<file path="src/rtl/aer_input_rr.sv">
`default_nettype none
// ============================================================================
//  Module   : aer_input_rr
//  Brief    : AER transmitter front-end. Latches Up/Down spikes per channel,
//             arbitrates round-robin and sends {ch, down} over 4-phase req/ack.
//  Revision : 1.0  initial release
// ============================================================================
module aer_input_rr #(
    parameter  int NUM_CH      = 4,
    parameter  int SYNC_STAGES = 2,
    parameter  int ACK_TIMEOUT = 255,
    localparam int ADDR_W      = (2 * NUM_CH > 2) ? $clog2(2 * NUM_CH) : 1
) (
    input  logic                  clk,
    input  logic                  reset,
    input  logic [NUM_CH-1:0]     ch_up,
    input  logic [NUM_CH-1:0]     ch_down,
    input  logic                  ack,
    output logic                  req,
    output logic [ADDR_W-1:0]     addr,
    output logic [2*NUM_CH-1:0]   pending,
    output logic                  overflow,
    output logic                  timeout,
    output logic                  busy
);

    localparam int c_NUM_SRC = 2 * NUM_CH;
    localparam int c_CNT_W   = (ACK_TIMEOUT > 0) ? $clog2(ACK_TIMEOUT + 1) : 1;

    typedef enum logic [1:0] {
        S_IDLE    = 2'd0,
        S_REQ     = 2'd1,
        S_ACK_LOW = 2'd2
    } state_t;

    state_t                 r_state;
    logic                   r_req;
    logic                   r_busy;
    logic                   r_overflow;
    logic                   r_timeout;
    logic [ADDR_W-1:0]      r_addr;
    logic [ADDR_W-1:0]      r_ptr;
    logic [c_NUM_SRC-1:0]   r_pending;
    logic [c_CNT_W-1:0]     r_cnt;
    logic [SYNC_STAGES-1:0] r_ack_sync;

    logic [c_NUM_SRC-1:0]   w_spike;
    logic [c_NUM_SRC-1:0]   w_clr;
    logic [c_NUM_SRC-1:0]   w_pend_nxt;
    logic [ADDR_W-1:0]      w_grant;
    logic [ADDR_W-1:0]      w_ptr_nxt;
    logic [c_CNT_W-1:0]     w_cnt_inc;
    logic                   w_any;
    logic                   w_ack_s;
    logic                   w_do_grant;
    logic                   w_drop;
    logic                   w_to_hit;

    // Source i = 2*ch + down: even indices are Up, odd are Down.
    for (genvar c = 0; c < NUM_CH; c++) begin : g_src
        assign w_spike[2*c]     = ch_up[c];
        assign w_spike[2*c + 1] = ch_down[c];
    end

    assign w_ack_s = r_ack_sync[SYNC_STAGES-1];

    // First pending source at or after the pointer, wrapping around.
    always_comb begin
        int idx;
        w_any   = 1'b0;
        w_grant = '0;
        idx     = 0;
        for (int i = 0; i < c_NUM_SRC; i++) begin
            idx = int'(r_ptr) + i;
            if (idx >= c_NUM_SRC) begin
                idx = idx - c_NUM_SRC;
            end
            if (!w_any && r_pending[idx]) begin
                w_any   = 1'b1;
                w_grant = ADDR_W'(idx);
            end
        end
    end

    assign w_do_grant = (r_state == S_IDLE) && w_any && !w_ack_s;
    assign w_clr      = w_do_grant ? (c_NUM_SRC'(1) << w_grant) : '0;
    // A spike on the source being granted re-queues it without counting as a drop.
    assign w_pend_nxt = (r_pending & ~w_clr) | w_spike;
    assign w_drop     = |(w_spike & r_pending & ~w_clr);
    assign w_ptr_nxt  = (w_grant == ADDR_W'(c_NUM_SRC - 1)) ? '0 : w_grant + 1'b1;

    assign w_cnt_inc  = r_cnt + 1'b1;
    assign w_to_hit   = (ACK_TIMEOUT != 0) && (w_cnt_inc == c_CNT_W'(ACK_TIMEOUT));

    always_ff @(posedge clk or negedge reset) begin
        if (!reset) begin
            r_state    <= S_IDLE;
            r_req      <= 1'b0;
            r_busy     <= 1'b0;
            r_overflow <= 1'b0;
            r_timeout  <= 1'b0;
            r_addr     <= '0;
            r_ptr      <= '0;
            r_pending  <= '0;
            r_cnt      <= '0;
            r_ack_sync <= '0;
        end else begin
            r_ack_sync <= {r_ack_sync[SYNC_STAGES-2:0], ack};
            r_pending  <= w_pend_nxt;
            r_overflow <= w_drop;
            r_timeout  <= 1'b0;

            case (r_state)
                S_IDLE: begin
                    if (w_do_grant) begin
                        r_addr  <= w_grant;
                        r_ptr   <= w_ptr_nxt;
                        r_req   <= 1'b1;
                        r_busy  <= 1'b1;
                        r_cnt   <= '0;
                        r_state <= S_REQ;
                    end
                end
                S_REQ: begin
                    if (w_ack_s) begin
                        r_req   <= 1'b0;
                        r_cnt   <= '0;
                        r_state <= S_ACK_LOW;
                    end else if (w_to_hit) begin
                        r_req     <= 1'b0;
                        r_busy    <= 1'b0;
                        r_timeout <= 1'b1;
                        r_state   <= S_IDLE;
                    end else if (ACK_TIMEOUT != 0) begin
                        r_cnt <= w_cnt_inc;
                    end
                end
                S_ACK_LOW: begin
                    if (!w_ack_s) begin
                        r_busy  <= 1'b0;
                        r_state <= S_IDLE;
                    end else if (w_to_hit) begin
                        r_busy    <= 1'b0;
                        r_timeout <= 1'b1;
                        r_state   <= S_IDLE;
                    end else if (ACK_TIMEOUT != 0) begin
                        r_cnt <= w_cnt_inc;
                    end
                end
                default: begin
                    r_req   <= 1'b0;
                    r_busy  <= 1'b0;
                    r_state <= S_IDLE;
                end
            endcase
        end
    end

    assign req      = r_req;
    assign addr     = r_addr;
    assign pending  = r_pending;
    assign overflow = r_overflow;
    assign timeout  = r_timeout;
    assign busy     = r_busy;

endmodule
`default_nettype wire
</file>
<file path="config.mk">
export PLATFORM = sky130hd
export DESIGN_NAME = aer_input_rr
export DESIGN_NICKNAME = d
export VERILOG_FILES = /design/src/rtl/aer_input_rr.sv
export SDC_FILE = /design/constraint.sdc
export NUM_CORES = 1
export LEC_CHECK = 0
export ABC_AREA = 1
export CAP_MARGIN = 5
export CORE_MARGIN = 4
export CORE_UTILIZATION = 55
export DETAILED_ROUTE_END_ITERATION = 7
export GPL_TIMING_DRIVEN = 0
export MAX_ROUTING_LAYER = met4
export PLACE_DENSITY = 0.82
export SLEW_MARGIN = 40
export SYNTH_ARGS = -nofsm -noshare
export SYNTH_HDL_FRONTEND = slang
export SYNTH_SLANG_ARGS = --single-unit
</file>
<file path="constraint.sdc">
create_clock -name clk -period 10.3 [get_ports clk]
set_clock_uncertainty 0.2 [all_clocks]
set_input_delay 2.575 -clock clk [delete_from_list [all_inputs] [get_ports clk]]
set_output_delay 2.575 -clock clk [all_outputs]
set_load 0.05 [all_outputs]
</file>
# == Yosys cells after proc, flatten, opt, wreduce, memory -nomap -nowiden ==
# Index checks and enable logic that the tools add are counted.
# op_classes
addsub,17
order_cmp,16
eq_ne,8
shifts,1
n_mux,72
bitwise,6
reduce_logical,24
# op_table
cell,count
"32-bit by 5-bit < comparator with 1-bit output, second input constant",8
32-bit two-way mux,8
8-bit two-way mux,5
"4-bit by 4-bit subtractor with 5-bit output, second input constant",7
1-bit two-way mux,33
"4-bit greater-or-equal comparator, second input constant",7
3-bit two-way mux,9
8-bit AND,3
1-bit binary-select mux with 3-bit select,8
8-bit one-hot mux with 3 select lines,1
"3-bit by 3-bit adder with 4-bit output, second input constant",4
1-bit logical AND,9
"3-bit by 2-bit adder with 4-bit output, second input constant",2
"8-bit by 1-bit adder with 8-bit output, second input constant",1
"8-bit equality test, second input constant",1
1-bit logical NOT,8
2-bit two-way mux,4
8-bit inverter,1
8-bit bitwise OR,1
8-bit OR reduction,1
"1-bit by 3-bit left shift with 8-bit output, first input constant",1
"2-bit != test, second input constant",3
1-bit one-hot mux with 3 select lines,2
2-bit one-hot mux with 3 select lines,1
14 further kinds,16
# totals
reg_bits,30
inputBits,11
output_inout_bits,15
wordCells,154

# == Logic depth before layout (Yosys ltp) ==
# depth
depth_word,33
depth_mapped,26
mapped_depth_nobuf,24

# == Worst setup path after synthesis ==
# Ideal clock, no wire load.
# synth_timing
path_kind,register to output
start,register r_pending[0] (netlist: pending[0])
end,output port pending[0]
arrival_ns,0.684
required_time_ns,7.525
setup_slack_ns,6.841
path_stages_with_launch,1
n_path_buf,0
path_cell_list,dfrtp_1
# synth_rtl
element,line_no,text
"start, declared",43,logic [c_NUM_SRC-1:0] r_pending;
"start signal, assigned",109,r_pending <= w_pend_nxt;
"end, declared",21,"output logic [2*NUM_CH-1:0] pending,"
# No word-level cell between the ends.

# == Final worst setup path ==
# layout_timing
start,register r_pending[2] (netlist: pending[2])
end,output port pending[2]
# No word-level cell between the ends.

==> run metrics <==
Syn Std Cell Area 2500 um2; Period Utilization, post-route 42.6%; final-layout fill cell count 360; commonest non-fill, non-tap cell in the layout nand2_1; Antenna diodes 0; post-DP HPWL 4.22 mm; area delta synth->final 16.1%; WS Path Type flop to primary output; RR Endpoint overflow$_DFF_PN0_; number of synthesized register bits 30; Synth Flop Type dfrtp_1; WL/cell 13.1 um; Crit Reg-Reg Startpoint r_ptr[0]$_DFFE_PN0P_; Crit. path cell count 1; vias in the first global route 2058; xor/xnor share of the synthesized area 4.20%; crit path capture pending[2]; DR vias 2179; final wirelength 5.36 mm; Final nets 382; Die W 75.5 um; Initial Utilization 57.1%; Adder-Cell Fraction of Synth Area 7.50%; Clock Latency Late Sink 0.28 ns; setup_tns 0 ns; Reg area 751 um2; antenna violations before repair 0; slowest cell on the critical path clkdlybuf4s50_1; cells after synthesis 324; largest net degree at the start of global routing 31; worst-margin pin slew 0.676 ns; post-layout min period 4.39 ns; core area 4380 um2; RSZ-0062 raised after global routing no; Via density 5.33; final worst slack 5.91 ns; Slew Limit Headroom 54.9%; post-synthesis sequential area ratio 30.0%; CTS clk-pin slew, worst paths 0.07 ns; Synth Area in Compound Gates 10.6%; Final Hold Viols 0; required time of the critical path 7.53 ns; Iter 0 DRT Violations 145; Critical path buffers and inverters 1; crit path DAT 1.61 ns; flop-to-flop setup slack 6.37 ns; I/O pin total 26; Setup crit end kind primary output; status finished, final reports clean; Avg Cell Area, Syn 7.72 um2; crit-path max cell delay 0.85 ns; Antenna Nets Post-Route 0; die area 5690 um2; Distinct cells, synth 40; main combinational cell family by area after synthesis simple AND/OR/NAND/NOR gates; CTS Hold Bufs 0; CTS tree yes; Post-Place Setup Slack 6.22 ns; simple-gate share of the synthesized area 37.7%; Die Ht 75.5 um; RePlAce Congestion 0.884; Critical path origin pending[2]$_DFF_PN0_; Std-Cell Rows 24; # port buffers 25; Pins Over Slew Limit 0; Max Clk Rate 228 MHz; layout cells sized above 1 15.4%; final instance area 2900 um2; yosys warns 0; clk sinks 30; Final setup viols 0; Num CTS Buffers 5; type of origin of the critical path flop; # resized after CTS 0; cells on worst reg2reg path 24; number of synthesized flops with an enable pin 0; crit-path cells clkdlybuf4s50_1; Placement Cell Area 2810 um2; global-route wire length before repair 9.31 mm; grt ovf 0; # Post-CTS Setup Buffers 0; first drt pass iteration count 5; Syn Nets 350; Post-synth ARST share 100%; CP max FO 5; crit-path leading delay family buffers and inverters; Hold WS 0.154 ns; mux contribution to synthesized area 0%; Hold Crit Class flop to flop; commonest non-fill, non-tap cells in the layout 72 x nand2_1, 41 x inv_1, 33 x nand3_1; Root Buffer clkbuf_8; Multi-input gate area 1500 um2; MaxCap Viol Count 0; GRT Resource Usage Total 22.1%; residual DRC count 0; Max Root-Sink Buffers 2; H-Tree Depth 2
## stage by stage
step,utilization [%],std cells
6_report,66.2,409
5_1_grt,66.2,409
4_1_cts,66.2,409
3_5_place_dp,64.2,401
3_3_place_gp,64.3,401
2_1_floorplan,-,324
## how the worst min path moves through the flow
stage | start | end | slack, ns | cells past startpoint
2_1_floorplan | r_ack_sync[0]$_DFF_PN0_ | r_ack_sync[1]$_DFF_PN0_ | 0.13 | 0
3_3_place_gp | r_ack_sync[0]$_DFF_PN0_ | r_ack_sync[1]$_DFF_PN0_ | 0.13 | 0
3_5_place_dp | r_ack_sync[0]$_DFF_PN0_ | r_ack_sync[1]$_DFF_PN0_ | 0.14 | 0
4_1_cts | r_ack_sync[0]$_DFF_PN0_ | r_ack_sync[1]$_DFF_PN0_ | 0.15 | 0
5_1_grt | r_ack_sync[0]$_DFF_PN0_ | r_ack_sync[1]$_DFF_PN0_ | 0.16 | 0
6_report | r_ack_sync[0]$_DFF_PN0_ | r_ack_sync[1]$_DFF_PN0_ | 0.15 | 0
## final cells by class
cell class | count | area share [%]
clock inverter | 1 | 0.172
buffer | 6 | 2.50
multi-input combinational | 242 | 51.7
timing repair buffer | 25 | 8.44
inverter | 46 | 6.16
sequential | 30 | 25.9
tap | 52 | 2.24
clock buffer | 7 | 2.97
## registers in the layout (all words and copies together), names as in the netlist
| register | flops |
|---|---|
| overflow | 1 |
| r_state | 2 |
| r_ptr | 3 |
| addr | 3 |
| req | 1 |
| timeout | 1 |
| pending | 8 |
| busy | 1 |
| r_ack_sync | 2 |
| r_cnt | 8 |
## layer usage
layer | GRT usage [%] | wire, um | vias to the layer above
li1 | - | - | 1104
met1 | 27.0 | 2320 | 1023
met2 | 37.4 | 2710 | 46
met3 | 3.69 | 254 | 6
met4 | 6.99 | 71 | 0
met5 | - | 0 | -
## cell usage after synthesis, types with 7 or more instances
| library cell | instances | area share (%) |
|---|---|---|
| nand2_2 | 7 | 1.7 |
| nor2_1 | 24 | 3.6 |
| nand3_2 | 7 | 2.8 |
| dfrtp_1 | 30 | 30 |
| nand2_1 | 72 | 11 |
| o21ai_0 | 8 | 1.6 |
| inv_1 | 41 | 6.2 |
| ha_1 | 15 | 7.5 |
| nand2_4 | 12 | 5.4 |
| a21oi_1 | 11 | 2.2 |
| a21o_1 | 8 | 2.4 |
| xor2_1 | 9 | 3.2 |
| nand3_1 | 33 | 6.6 |
## kinds of logic after synthesis
logic type	count (synthesis)
buf+inv	52
simple gates	173
compound gates	42
flops	30
xor+xnor	12
fa+ha+maj	15
Power is left out: the tool's default activity adds up to more than one toggle a clock period on the data nets, which glitch-free logic cannot reach.
==> variant (config.mk and constraints unchanged) <==
Register the output `timeout` once more; this adds one clock of latency there. The other outputs are not delayed to match.
--- a/src/rtl/aer_input_rr.sv
+++ b/src/rtl/aer_input_rr.sv
@@ -161,5 +161,7 @@
     assign pending  = r_pending;
     assign overflow = r_overflow;
-    assign timeout  = r_timeout;
+    always_ff @(posedge clk) begin
+        timeout <= r_timeout;
+    end
     assign busy     = r_busy;
 
Formal check against the unedited RTL: same outputs for any inputs over 4 cycles, from zero or initial values and one cycle with reset low; that may be too few to reach the edited logic, so the function may still have changed.
==> variant against the original RTL <==
- first-iteration DRC count increased by 1.4%
- sequential cell count rose by 1
- design area grew 0.47%
- fmax down 0.38%
- critical path depth did not move
- routed wire length rose by 1.7%
- worst setup slack worse by 0.017 ns
- synthesized area up 0.80%
- largest cell class unchanged
- utilization grew 0.31 points
- sequential share of layout area is 0.56 points higher
- critical path type unchanged
Power is left out: the tool's default activity adds up to more than one toggle a clock period on the data nets, which glitch-free logic cannot reach.
==> variant: results (changes against the original RTL) <==
CTS clk-pin slew, worst paths=0.07 ns (about the same); starting DRC count in detailed routing=147 (+1.4%); CP max stage cell=clkdlybuf4s50_1; Root Driver=clkbuf_8; first-pass GRT wire length=9110 um (-2.1%); worst-path fanout max=5 (unchanged); fillers=371 (+3.1%); hpwl dp=4280 um (+1.6%); Via-to-Cell Ratio=5.30 (-0.47%); delay-heaviest family, CP=buffers and inverters; n_diodes=0 (unchanged); IO buf count=25 (unchanged); initial antenna violation count=0 (unchanged); CTS resizes=0 (unchanged); DRT Pass-1 Iters=4 (-1); synth top area cells=dfrtp_1, nand2_1, ha_1; post-CTS setup buffer count=0 (unchanged); pin count of the biggest net entering global routing=31 (unchanged); Total GRT Usage=0.218 (-0.00377); Worst Hold Class=reg -> reg; worst-skew pair later-pin latency=0.29 ns; Mapped Nets=351 (+0.29%); vias in the first global route=2069 (+0.53%); CTS max path bufs=2 (unchanged); run status=finished clean; synth unique cells=41 (+2.5%); Synth warnings=0 (unchanged); post-synthesis sequential area ratio=0.306 (+0.00556); final-stage net count=383 (+0.26%); routed wire length per instance=13.3 um (+1.5%); CTS H-tree lvls=2 (unchanged); Area Growth Syn to Fin=15.7%; Post-synth top cells=nand2_1, inv_1, nand3_1; slowest stage delay, CP=0.86 ns; Worst Path Arrival=1.63 ns (+0.02 ns); Post-synth EDFFs=0 (unchanged); gpl congestion=0.912 (+3.2%); layout cell share with drive strength beyond 1=0.154 (-0.000430); TritonCTS Buffers=5 (unchanged); Slew @ Worst Pin=0.677 ns (+0.000817 ns); async set-reset flop share out of synthesis=0.968 (-0.0323)
==> variant: area by class of cell <==
class	count	area, um^2	area share
plain buffers	6	72.6	0.0249
clock buffers	6	72.6	0.0249
multi-input cells	242	1500	0.514
inverters	46	179	0.0613
well taps	52	65.1	0.0223
clock inverters	2	12.5	0.00429
flip-flops and latches	31	771	0.264
repair buffers	25	245	0.0840
==> variant: cell families after synthesis <==
group,Yosys count,synth area share
compound gates,42,0.105
buf+inv,52,0.0997
flops,31,0.306
xor+xnor,12,0.0417
simple gates,173,0.374
fa+ha+maj,15,0.0744
==> variant: worst paths after layout <==
kind / from / endpoint / slack (ns) / cells past startpoint
max in group asynchronous: reset / addr[1] / 7.34 / 1
setup / recovery: pending[1] / pending[1] / 5.89 / 1
hold reg to reg: r_ack_sync[0] / r_ack_sync[1] / 0.15 / 0
min in group asynchronous: reset / r_timeout / 2.12 / 1
hold / removal: r_ack_sync[0] / r_ack_sync[1] / 0.15 / 0
setup reg to reg: r_ptr[1] / overflow / 6.30 / 25
==> variant: per-layer routing <==
metal	share of wire	wire length, um	track usage	vias to the layer above
met5	0	0	-	-
met3	0.039	214	0.0462	13
met2	0.52	2820	0.377	45
li1	-	-	-	1113
met1	0.42	2310	0.247	1003
met4	0.020	109	0.0777	0
==> variant: stage by stage <==
step	hold WS (ns)	area [um^2]	setup WS [ns]	utilization	cells
final	0.151	2920	5.89	0.666	410
after detailed placement	0.137	2830	6.21	0.646	402
after floorplan	0.124	2520	6.84	-	325
after global routing	0.160	2920	5.85	0.666	410
after global placement	0.134	2840	5.95	0.647	402
after CTS	0.153	2920	5.89	0.666	410
